[src/rtl/rv32_r_pkg.sv]
// Shared RV32I R-type definitions: opcode, funct7/funct3 encodings, field ranges,
// plus legality and packing helpers used by both the encoder and the decoder.
package rv32_r_pkg;

    localparam logic [6:0] OPCODE_R = 7'b0110011;
    localparam logic [6:0] F7_BASE  = 7'h00;
    localparam logic [6:0] F7_ALT   = 7'h20;

    typedef enum logic [2:0] {
        F3_ADD_SUB = 3'b000,
        F3_SLL     = 3'b001,
        F3_SLT     = 3'b010,
        F3_SLTU    = 3'b011,
        F3_XOR     = 3'b100,
        F3_SRL_SRA = 3'b101,
        F3_OR      = 3'b110,
        F3_AND     = 3'b111
    } funct3_e;

    localparam int FUNCT7_MSB = 31;
    localparam int FUNCT7_LSB = 25;
    localparam int RS2_MSB    = 24;
    localparam int RS2_LSB    = 20;
    localparam int RS1_MSB    = 19;
    localparam int RS1_LSB    = 15;
    localparam int FUNCT3_MSB = 14;
    localparam int FUNCT3_LSB = 12;
    localparam int RD_MSB     = 11;
    localparam int RD_LSB     = 7;
    localparam int OPCODE_MSB = 6;
    localparam int OPCODE_LSB = 0;

    typedef struct packed {
        logic [6:0] funct7;
        logic [4:0] rs2;
        logic [4:0] rs1;
        logic [2:0] funct3;
        logic [4:0] rd;
    } r_fields_t;

    // Only SUB and SRA use the alternate funct7.
    function automatic logic is_legal_r(input logic [6:0] f7, input logic [2:0] f3);
        return (f7 == F7_BASE) ||
               ((f7 == F7_ALT) && ((f3 == F3_ADD_SUB) || (f3 == F3_SRL_SRA)));
    endfunction

    function automatic logic [31:0] pack_r(input r_fields_t f);
        return {f.funct7, f.rs2, f.rs1, f.funct3, f.rd, OPCODE_R};
    endfunction

endpackage

[src/rtl/instr_fifo.sv]
// Register-based instruction FIFO; head word is presented combinationally from
// state so the consumer sees it the cycle after it was written.
module instr_fifo #(
    parameter int DEPTH = 4,
    parameter int WIDTH = 32
) (
    input  logic                     clk,
    input  logic                     rst,
    input  logic                     push,
    input  logic [WIDTH-1:0]         wdata,
    input  logic                     pop,
    output logic [WIDTH-1:0]         rdata,
    output logic                     full,
    output logic                     empty,
    output logic [$clog2(DEPTH):0]   level
);

    localparam int AW = $clog2(DEPTH);
    localparam int LW = AW + 1;

    logic [WIDTH-1:0] mem_q [DEPTH];
    logic [AW-1:0]    wr_ptr_q, wr_ptr_d;
    logic [AW-1:0]    rd_ptr_q, rd_ptr_d;
    logic [LW-1:0]    level_q, level_d;
    logic             do_push, do_pop;

    assign full    = (level_q == LW'(DEPTH));
    assign empty   = (level_q == '0);
    assign do_push = push && !full;
    assign do_pop  = pop && !empty;
    assign level   = level_q;
    assign rdata   = empty ? '0 : mem_q[rd_ptr_q];

    // Pointers are AW bits wide, so wrap modulo DEPTH is implicit.
    always_comb begin
        wr_ptr_d = do_push ? wr_ptr_q + 1'b1 : wr_ptr_q;
        rd_ptr_d = do_pop  ? rd_ptr_q + 1'b1 : rd_ptr_q;
        level_d  = level_q;
        case ({do_push, do_pop})
            2'b10:   level_d = level_q + 1'b1;
            2'b01:   level_d = level_q - 1'b1;
            default: level_d = level_q;
        endcase
    end

    always_ff @(posedge clk or posedge rst) begin
        if (rst) begin
            wr_ptr_q <= '0;
            rd_ptr_q <= '0;
            level_q  <= '0;
        end else begin
            wr_ptr_q <= wr_ptr_d;
            rd_ptr_q <= rd_ptr_d;
            level_q  <= level_d;
        end
    end

    always_ff @(posedge clk) begin
        if (do_push) begin
            mem_q[wr_ptr_q] <= wdata;
        end
    end

endmodule

[src/rtl/r_type_encoder.sv]
// RV32I R-type word builder: validates funct7/funct3, packs legal requests into
// a FIFO and streams them out, tracking issued and dropped counts.
module r_type_encoder
    import rv32_r_pkg::*;
#(
    parameter int DEPTH = 4,
    parameter int CNT_W = 16
) (
    input  logic                   clk,
    input  logic                   rst,
    input  logic                   in_valid,
    output logic                   in_ready,
    input  logic [6:0]             in_funct7,
    input  logic [4:0]             in_rs2,
    input  logic [4:0]             in_rs1,
    input  logic [2:0]             in_funct3,
    input  logic [4:0]             in_rd,
    output logic                   out_valid,
    input  logic                   out_ready,
    output logic [31:0]            out_instr,
    output logic                   illegal,
    output logic [$clog2(DEPTH):0] level,
    output logic [CNT_W-1:0]       issued_count,
    output logic [CNT_W-1:0]       dropped_count
);

    r_fields_t        fields;
    logic             accept, legal, push, issue;
    logic             full, empty;
    logic             illegal_q, illegal_d;
    logic [CNT_W-1:0] issued_q, issued_d;
    logic [CNT_W-1:0] dropped_q, dropped_d;

    assign fields = '{funct7: in_funct7, rs2: in_rs2, rs1: in_rs1,
                      funct3: in_funct3, rd: in_rd};

    // Ready depends only on occupancy: a full FIFO refuses even while popping.
    assign in_ready  = !full;
    assign out_valid = !empty;
    assign accept    = in_valid && in_ready;
    assign legal     = is_legal_r(in_funct7, in_funct3);
    assign push      = accept && legal;
    assign issue     = out_valid && out_ready;

    instr_fifo #(
        .DEPTH (DEPTH),
        .WIDTH (32)
    ) u_fifo (
        .clk   (clk),
        .rst   (rst),
        .push  (push),
        .wdata (pack_r(fields)),
        .pop   (issue),
        .rdata (out_instr),
        .full  (full),
        .empty (empty),
        .level (level)
    );

    always_comb begin
        illegal_d = accept && !legal;
        issued_d  = (issue && (issued_q != '1)) ? issued_q + 1'b1 : issued_q;
        dropped_d = (illegal_d && (dropped_q != '1)) ? dropped_q + 1'b1 : dropped_q;
    end

    always_ff @(posedge clk or posedge rst) begin
        if (rst) begin
            illegal_q <= 1'b0;
            issued_q  <= '0;
            dropped_q <= '0;
        end else begin
            illegal_q <= illegal_d;
            issued_q  <= issued_d;
            dropped_q <= dropped_d;
        end
    end

    assign illegal       = illegal_q;
    assign issued_count  = issued_q;
    assign dropped_count = dropped_q;

endmodule

[config.mk]
export PLATFORM = sky130hd
export DESIGN_NAME = r_type_encoder
export DESIGN_NICKNAME = d
export VERILOG_FILES = /design/src/rtl/rv32_r_pkg.sv /design/src/rtl/instr_fifo.sv /design/src/rtl/r_type_encoder.sv
export SDC_FILE = /design/constraint.sdc
export NUM_CORES = 1
export LEC_CHECK = 0
export ABC_AREA = 1
export CORE_UTILIZATION = 45
export DETAILED_ROUTE_END_ITERATION = 16
export DONT_BUFFER_PORTS = 1
export HOLD_SLACK_MARGIN = 0.15
export PLACE_DENSITY = 0.58
export RECOVER_POWER = 25
export SYNTH_ARGS = -nofsm -noshare
export SYNTH_HDL_FRONTEND = slang
export SYNTH_SLANG_ARGS = --single-unit
[constraint.sdc]
create_clock -name clk -period 2.7 [get_ports clk]
set_input_delay 0.405 -clock clk [delete_from_list [all_inputs] [get_ports clk]]
set_output_delay 0.405 -clock clk [all_outputs]
set_load 0.01 [all_outputs]
==> results.toml, run 1 <==
[layout]
synthToLayoutAreaGrowth_pct = 16.0
nets = 720
layout_commonest_cell = "nand2_1"
layout_common_cells = "nand2_1, nor2_1, edfxtp_1, o21ai_0"
drive_above_1_share_pct = 12.8

[hold_path]
min-delay-path-class = "input port to register"

[flow_run]
maxCapViolCount = 0

[cts]
clk_pin_slew_ns = 0.05
cts_buffer_depth = 2
clockRootBuffer = "clkbuf_16"
hold_buffers = 26
cts_buffers = 17
cts_sinks = 140
cts-resized-gates = 0
cts-htree-levels = 4
clock_latency_ns = 0.41
post_cts_buffers = 0
cts_tree = "built"

[floorplanning]
placementRows = 43
die_w_microns = 122
io_pins = 99
core_area_sq_mm = 0.0140
die_area_sq_mm = 0.0149
initial_core_util_pct = 46.4
die_y_microns = 122

[detailed_routing]
drt-total-wl_mm = 13.7
drtAntennaViolNets = 0
met3_length_microns = 683
drtPass1Iterations = 6
vias_per_cell = 5.07
wl_per_cell_microns = 15.6
drc = 0
wl_met1_mm = 5.99
via_count = 4440
dr_wl_met2_mm = 6.85
drt_iter0_drc = 223
maxUsedRoutingLayer = "met4"

[timing]
fmax_mhz = 425
relSlewSlack_pct = 62.9
post-route-min-period_ns = 2.35
fin_hold_ws_ns = 0.317
setup_tns_ns = 0
fin_crit_sh_pct = 87.0
setup_viol = 0
fin_skew_ns = 0.00621
fin_ws_ns = 0.350
worst_pin_slew_ns = 0.556
hold_viol = 0
rsz0062_at_grt = "no"
report.final.slew_viol_count = 0

[yosys]
ys_ff_latch = 140
yosys.area.top_type = "edfxtp_1"
avgSynthCellArea_sq_um = 10.1
ys_types = 35
yosysSeqAreaShare_pct = 61.6
yosysWarnings = 0
yosysTopAreaCellShare_pct = 46.2
syn_inst = 641
ys_top_cells_by_area = "edfxtp_1, dfrtp_1, nor2_1"
syn-cell-area_sq_mm = 0.00650

[placement]
port_buffers = 0
post-dp-hpwl_mm = 8.49
gp_congestion = 0.804
dp_worst_setup_slack_ns = 0.368

[setup_path]
crit_path_top_delay_cell = "dfrtp_2"
cp-start-kind = "register"
cp_top_family = "buffers and inverters"
crit_type = "register to output pin"
cp_num_buf_inv = 2
critPathCaptureType = "output pin"
worstPathArrival_ns = 1.95
slowest_delay_ns = 0.40
crit_required_ns = 2.30
crit_chain = "inv_2 > buf_4 > o21ai_1 > a21oi_1"
crit_path_max_fanout = 32

[run_status]
status = "complete, no violations"

[power]
peakVddDrop_mv = 0.623
p_leak_uw = 0.00294
p_per_area_mw_per_mm2 = 952

[grt]
grt_pass1_vias = 4225
grt_pass1_wl_mm = 21.8
antenna_found_initial = 1
grt-ovfl-total = 0
grt_max_degree = 53
groute.usage.overall_pct = 19.6
-- path summary, 6_finish.rpt --
kind,slack (ns),startpoint,endpoint,cells after the start
setup / recovery,0.35,u_fifo.rd_ptr_q[0],out_instr[13],4
hold / removal,0.32,out_ready,u_fifo.rd_ptr_q[0],3
setup reg to reg,0.36,u_fifo.level[0],u_fifo.level[2],11
hold reg to reg,0.58,u_fifo.level[0],u_fifo.level[0],1
max in group asynchronous,1.74,rst,u_fifo.rd_ptr_q[0],3
min in group asynchronous,0.58,rst,issued_count[3],3
-- final cells by class --
| cell class | count | area [sq um] |
|---|---|---|
| fillers | 1245 | 6450 |
| flip-flops and latches | 140 | 4010 |
| multi-input cells | 430 | 2160 |
| clock buffers | 22 | 444 |
| repair buffers | 50 | 440 |
| well taps | 180 | 225 |
| inverters | 44 | 165 |
| clock inverters | 9 | 97.6 |
| diodes | 1 | 2.50 |
-- power by group --
group	leakage (uW)	total (uW)	internal [uW]	switching [uW]
registers	0.00142	2750	2470	283
clock network	0.000260	2150	1340	810
logic	0.00126	2270	816	1460
-- worst reg2reg max path, stage by stage (launching register included) --
cell     delay (ns)
dfrtp_1        0.44
inv_2          0.13
nand3_2        0.11
nand2_1        0.13
inv_2          0.07
nand3_2        0.19
ha_1           0.19
inv_1          0.07
fa_1           0.40
a21oi_1        0.18
o21ai_0        0.15
xnor2_1        0.15
-- kinds of logic (layout without fill, tap and decap cells) --
logic type	Yosys count	in the layout	share of synthesized area [%]
compound gates	91	91	7.30
xor+xnor	24	24	3.24
flops	140	140	61.6
buf+inv	73	125	5.41
simple gates	304	304	20.7
other cells	1	4	0.0577
fa+ha+maj	8	8	1.66
-- synthesized netlist by cell type --
master,n
clkbuf_1,11
nor2_2,1
and2_1,1
nand2_2,11
o21ai_0,50
buf_6,2
nand3b_1,1
nand4_1,9
nor2_1,126
xor2_1,14
o21ai_1,9
dfrtp_1,40
nor3_1,1
nand3_1,14
nand3_4,2
buf_8,1
buf_4,7
nand3_2,4
nor2_4,7
buf_12,1
xnor2_1,10
inv_2,4
o21ai_2,5
clkinv_1,1
nand2_4,1
edfxtp_1,100
fa_1,1
nor3_2,2
inv_1,39
nand2_1,123
a21oi_1,27
ha_1,7
conb_1,1
or2_0,1
buf_2,7
-- registers in the layout, summed over array words and instances (netlist names) --
register,flops
u_fifo.mem_q,100
dropped_count,16
u_fifo.rd_ptr_q,2
u_fifo.level,3
illegal,1
u_fifo.wr_ptr_q,2
issued_count,16
-- per-stage QoR --
step | utilization, % | cells | power [uW] | cell area (sq um)
2_1_floorplan | - | 643 | 4430 | 6500
3_3_place_gp | 48.1 | 818 | 4990 | 6740
3_5_place_dp | 48.1 | 818 | 5070 | 6740
4_1_cts | 53.9 | 875 | 7280 | 7540
5_1_grt | 53.9 | 876 | 7630 | 7540
6_report | 53.9 | 876 | 7180 | 7540
-- metal layers --
layer / global-route usage, % / up-vias
met1: 23.9 / 2142
li1: - / 2193
met3: 6.04 / 12
met5: 0 / -
met4: 6.63 / 0
met2: 32.9 / 93
Power figures use the tool's default switching activity.
==> run 2, diff against run 1 <==
Settings changed: CORE_UTILIZATION 45 to 35, PLACE_DENSITY 0.58 to 0.47.
==> run 2 against run 1 <==
  * The run now ends with design-rule violations left
  * Final area rose by 2.2%
  * Clock power rose by 12%
  * Register-to-register slack improved by 0.27 ns
  * Global-route usage fell by 3.3 points
  * Routed wire length rose by 7.2%
  * Count of clock-buffer cells in the layout fell by 3
  * Hold slack got worse by 0.0043 ns
  * Sequential power barely moved
  * Via count rose by 0.45%
  * Non-clock buffer count rose by 3
  * Core utilization fell by 11 points
  * Critical path type unchanged
  * Critical endpoint is now out_instr[7]
  * Largest power group unchanged
  * Highest routed layer unchanged
==> results.toml, run 2 (synthesis gave the netlist of run 1 again) <==
[floorplanning]
placementRows = 49
core_area_sq_mm = 0.0181
initial_core_util_pct = 35.9
io_pins = 99
die_area_sq_mm = 0.0191
die_y_microns = 138
die_w_microns = 138

[run_status]
failed_checks = "design-rule violations"
status = "finished, violations left"

[layout]
drive_above_1_share_pct = 13.8
layout_commonest_cell = "nand2_1"
synthToLayoutAreaGrowth_pct = 18.6
stdcell_area_sq_mm = 0.00771
fin_cells = 928
largest_register = "u_fifo.mem_q"
layout_common_cells = "nand2_1, nor2_1, edfxtp_1, o21ai_0"
largest_reg_flops = 100
utilization_pct = 42.6
nets = 723

[power]
p_leak_uw = 0.00298
p_per_area_mw_per_mm2 = 972
peakVddDrop_mv = 0.518

[placement]
port_buffers = 0
place_inst = 870
post-dp-hpwl_mm = 9.23
gp_congestion = 0.755
dpl_cell_area_sq_mm = 0.00684

[cts]
clock_latency_ns = 0.42
post_cts_buffers = 0
cts_tree = "built"
clockRootBuffer = "clkbuf_16"
clk_pin_slew_ns = 0.05
cts_buffers = 17
cts-htree-levels = 4
cts_sinks = 140
cts_buffer_depth = 2

[grt]
groute.usage.overall_pct = 16.3
grt_max_degree = 53
antenna_found_initial = 1
grt_pass1_wl_mm = 23.9
grt-ovfl-total = 0
grt_pass1_vias = 4484

[setup_path]
crit_chain = "buf_4 > nor2_1 > nor2_1 > o21ai_0 > a21oi_1 > buf_4"
critPathCaptureType = "output pin"
worstPathArrival_ns = 2.04
slowest_delay_ns = 0.48
crit_path_max_fanout = 52
cp-start-kind = "register"
cp_top_family = "buffers and inverters"
crit_path_top_delay_cell = "buf_4"
crit_required_ns = 2.30
cp_num_buf_inv = 2
crit_type = "register to output pin"

[detailed_routing]
drc = 19
drtPass1Iterations = 11
wl_per_cell_microns = 15.8
vias_per_cell = 4.81
drt_iter0_drc = 175
via_count = 4460
drt-total-wl_mm = 14.7
drtAntennaViolNets = 0

[timing]
rsz0062_at_grt = "no"
hold_viol = 0
fmax_mhz = 409
fin_crit_sh_pct = 90.6
report.final.slew_viol_count = 0
setup_tns_ns = 0
relSlewSlack_pct = 60.6
fin_skew_ns = 0.0120
post-route-min-period_ns = 2.45
fin_hold_ws_ns = 0.313
setup_viol = 0
worst_pin_slew_ns = 0.591

[hold_path]
min-delay-path-class = "input port to register"

[flow_run]
maxCapViolCount = 0
==> run 2: cell types whose count changed in the layout (fill, tap and decap cells not counted) <==
| cell | change |
|---|---|
| clkinvlp_4 | +2 |
| bufinv_16 | +2 |
| clkinv_1 | -1 |
| clkbuf_1 | -3 |
| nor2_2 | -4 |
| clkinv_4 | +1 |
| nor2_4 | +4 |
| buf_4 | +3 |
| clkinv_2 | -1 |
==> run 2: timing repair <==
| item | 4_1_cts | 5_1_grt |
|---|---|---|
| resized for setup | 0 | 0 |
| hold buffers | 26 | 0 |
| endpoints found under the hold margin | 140 | 0 |
==> run 2: final cells by class <==
type / count / area [sq um]
timing repair buffer: 53 / 463
clock buffer: 19 / 433
sequential: 140 / 4010
tap: 229 / 287
multi-input combinational: 430 / 2180
antenna: 1 / 2.50
inverter: 44 / 165
clock inverter: 12 / 173
fill: 1750 / 10400
==> run 2: final timing paths <==
check / cells after the start / from / endpoint / slack [ns]
max reg2reg: 11 / u_fifo.level[0] / u_fifo.level[2] / 0.63
max in group asynchronous: 3 / rst / u_fifo.rd_ptr_q[0] / 1.71
min in group asynchronous: 3 / rst / issued_count[4] / 0.57
min: 3 / out_ready / u_fifo.rd_ptr_q[0] / 0.31
max: 6 / u_fifo.rd_ptr_q[0] / out_instr[7] / 0.25
min reg2reg: 1 / u_fifo.level[0] / u_fifo.level[0] / 0.59
==> run 2: worst reg2reg max path, cell delays in order (launching register included) <==
cell	delay, ns
dfrtp_1	0.44
inv_2	0.13
nand3_2	0.11
nand2_1	0.13
inv_2	0.07
nand3_2	0.09
ha_1	0.14
inv_1	0.06
fa_1	0.38
a21oi_1	0.14
o21ai_0	0.11
xnor2_1	0.14
==> run 2: per-stage QoR <==
stage	worst slack, ns	total power [uW]
finish	0.253	7490
global route	0.0872	7970
CTS	0.197	7600
detailed placement	0.636	5120
global placement	0.625	5090
floorplan	0.265	4430
==> run 2: power breakdown <==
part	switching, uW	internal (uW)	total, uW	leakage (uW)
combinational	1500	839	2340	0.00128
sequential	281	2470	2750	0.00142
clock	870	1530	2400	0.000284
total	2650	4840	7490	0.00298
==> run 2: routing by layer <==
layer	routed length (microns)	part of all wire, %	global-route usage (%)
met1	6390	44	19.5
met2	7240	49	27.6
met3	806	5.5	5.20
met4	216	1.5	5.97
met5	0	0	0
==> run 3, diff against run 2 <==
Settings changed: CORE_MARGIN set to 2.
==> run 3 against run 2 <==
  * Clock power down 2%
  * The run now ends clean
  * Routed wire length down 0.97%
  * Die area up 2.9%
  * Critical path depth down 1
  * Final area up 0.18%
  * Critical path type unchanged
  * Register-to-register slack better by 0.03 ns
  * Combinational power about the same
==> results.toml, run 3 (synthesis gave the netlist of run 1 again) <==
[cts]
cts_buffers = 17
cts-htree-levels = 4
cts_sinks = 140
clock_latency_ns = 0.42
cts_buffer_depth = 2
clk_pin_slew_ns = 0.06
cts-resized-gates = 0
cts_tree = "built"
clockRootBuffer = "clkbuf_16"
post_cts_buffers = 0

[setup_path]
crit_required_ns = 2.30
r2r-start = "u_fifo.level[0]"
worst_r2r_path_depth = 11
reg2reg_slack_ns = 0.66
crit_path_max_fanout = 31
cp-start-kind = "register"
r2r-end = "u_fifo.level[2]"
critPathCaptureType = "output pin"
crit_type = "register to output pin"
worstPathArrival_ns = 1.94

[detailed_routing]
drt_iter0_drc = 131
drc = 0
via_count = 4425
vias_per_cell = 4.76
drt-total-wl_mm = 14.5
drtAntennaViolNets = 0
wl_per_cell_microns = 15.6
drtPass1Iterations = 4

[layout]
nets = 724
stdcell_area_sq_mm = 0.00772
layout_commonest_cell = "nand2_1"
drive_above_1_share_pct = 14.3
synthToLayoutAreaGrowth_pct = 18.8
largest_reg_flops = 100
nFillCells = 1708
layout_common_cells = "nand2_1, nor2_1, edfxtp_1, o21ai_0"
largest_register = "u_fifo.mem_q"

[power]
p_leak_uw = 0.00299
peakVddDrop_mv = 0.473
p_per_area_mw_per_mm2 = 964

[flow_run]
maxCapViolCount = 0

[timing]
worst_pin_slew_ns = 0.550
rsz0062_at_grt = "no"
fin_skew_ns = 0.0101
fmax_mhz = 426
setup_viol = 0
fin_crit_sh_pct = 86.9
report.final.slew_viol_count = 0
relSlewSlack_pct = 63.3
hold_viol = 0
post-route-min-period_ns = 2.35
setup_tns_ns = 0

[grt]
grt_max_degree = 41
grt-ovfl-total = 0
groute.usage.overall_pct = 15.3
grt_pass1_wl_mm = 23.1
grt_pass1_vias = 4292
antenna_found_initial = 1

[floorplanning]
initial_core_util_pct = 35.9
placementRows = 49
die_w_microns = 140
die_y_microns = 140
die_area_sq_mm = 0.0197
io_pins = 99
core_area_sq_mm = 0.0181

[placement]
gp_congestion = 0.787
post-dp-hpwl_mm = 9.30
dpl_cell_area_sq_mm = 0.00686
port_buffers = 0

[hold_path]
hold_end = "u_fifo.rd_ptr_q[0]"
min_from = "out_ready"
holdPathStages = 3
min-delay-path-class = "input port to register"

[run_status]
status = "complete, no violations"
-- run 3: changes by cell type in the layout (fill, tap and decap cells not counted), sizes merged --
| cell | change |
|---|---|
| buf | +1 |
| bufinv | -1 |
| inv | +2 |
-- run 3: how the worst max path moves through the flow --
stage                        from             endpoint  slack, ns
6_report       u_fifo.rd_ptr_q[0]        out_instr[23]       0.35
3_3_place_gp         in_funct7[1]  u_fifo.mem_q[3][16]       0.62
4_1_cts        u_fifo.rd_ptr_q[0]        out_instr[13]       0.29
2_1_floorplan        in_funct7[1]   u_fifo.mem_q[0][0]       0.26
5_1_grt        u_fifo.rd_ptr_q[0]        out_instr[23]       0.18
3_5_place_dp         in_funct7[1]  u_fifo.mem_q[3][16]       0.60
-- run 3: timing repair --
action,in CTS,in global routing
hold buffers,26,0
setup endpoints to repair,0,0
hold endpoints to repair,140,0
-- run 3: routing by layer --
layer | vias to the layer above | global-route usage [%] | part of all wire, %
li1 | 2210 | - | -
met1 | 2094 | 18.5 | 43
met2 | 102 | 25.6 | 50
met3 | 19 | 5.50 | 5.8
met4 | 0 | 5.26 | 1.6
met5 | - | 0 | 0
-- run 3: through the flow --
| step | hold WS [ns] | total power (uW) | util, % | cells | worst slack, ns |
|---|---|---|---|---|---|
| 6_report | 0.299 | 7450 | 42.7 | 930 | 0.353 |
| 5_1_grt | 0.321 | 7940 | 42.7 | 930 | 0.177 |
| 4_1_cts | 0.289 | 7560 | 42.7 | 929 | 0.287 |
| 3_5_place_dp | 0.477 | 5150 | 37.9 | 871 | 0.605 |
| 3_3_place_gp | 0.472 | 5100 | 37.9 | 871 | 0.621 |
| 2_1_floorplan | 0.504 | 4430 | - | 643 | 0.265 |
-- run 3: power breakdown --
| group | leakage, uW | internal, uW | switching (uW) |
|---|---|---|---|
| registers | 0.00142 | 2470 | 303 |
| clock network | 0.000284 | 1460 | 895 |
| logic | 0.00128 | 859 | 1460 |
-- run 3: critical path, stage by stage (launching register included) --
cell and delay [ns]:
dfrtp_2 0.41, inv_2 0.37, buf_4 0.31, o21ai_0 0.14, a21oi_1 0.14, buf_4 0.14
-- run 3: layout make-up --
class | count | area [sq um] | share of cell area, %
sequential | 140 | 4010 | 51.9
clock inverter | 13 | 166 | 2.16
multi-input combinational | 430 | 2180 | 28.2
timing repair buffer | 54 | 483 | 6.26
antenna | 1 | 2.50 | 0.0324
clock buffer | 19 | 433 | 5.61
tap | 229 | 287 | 3.71
inverter | 44 | 165 | 2.14
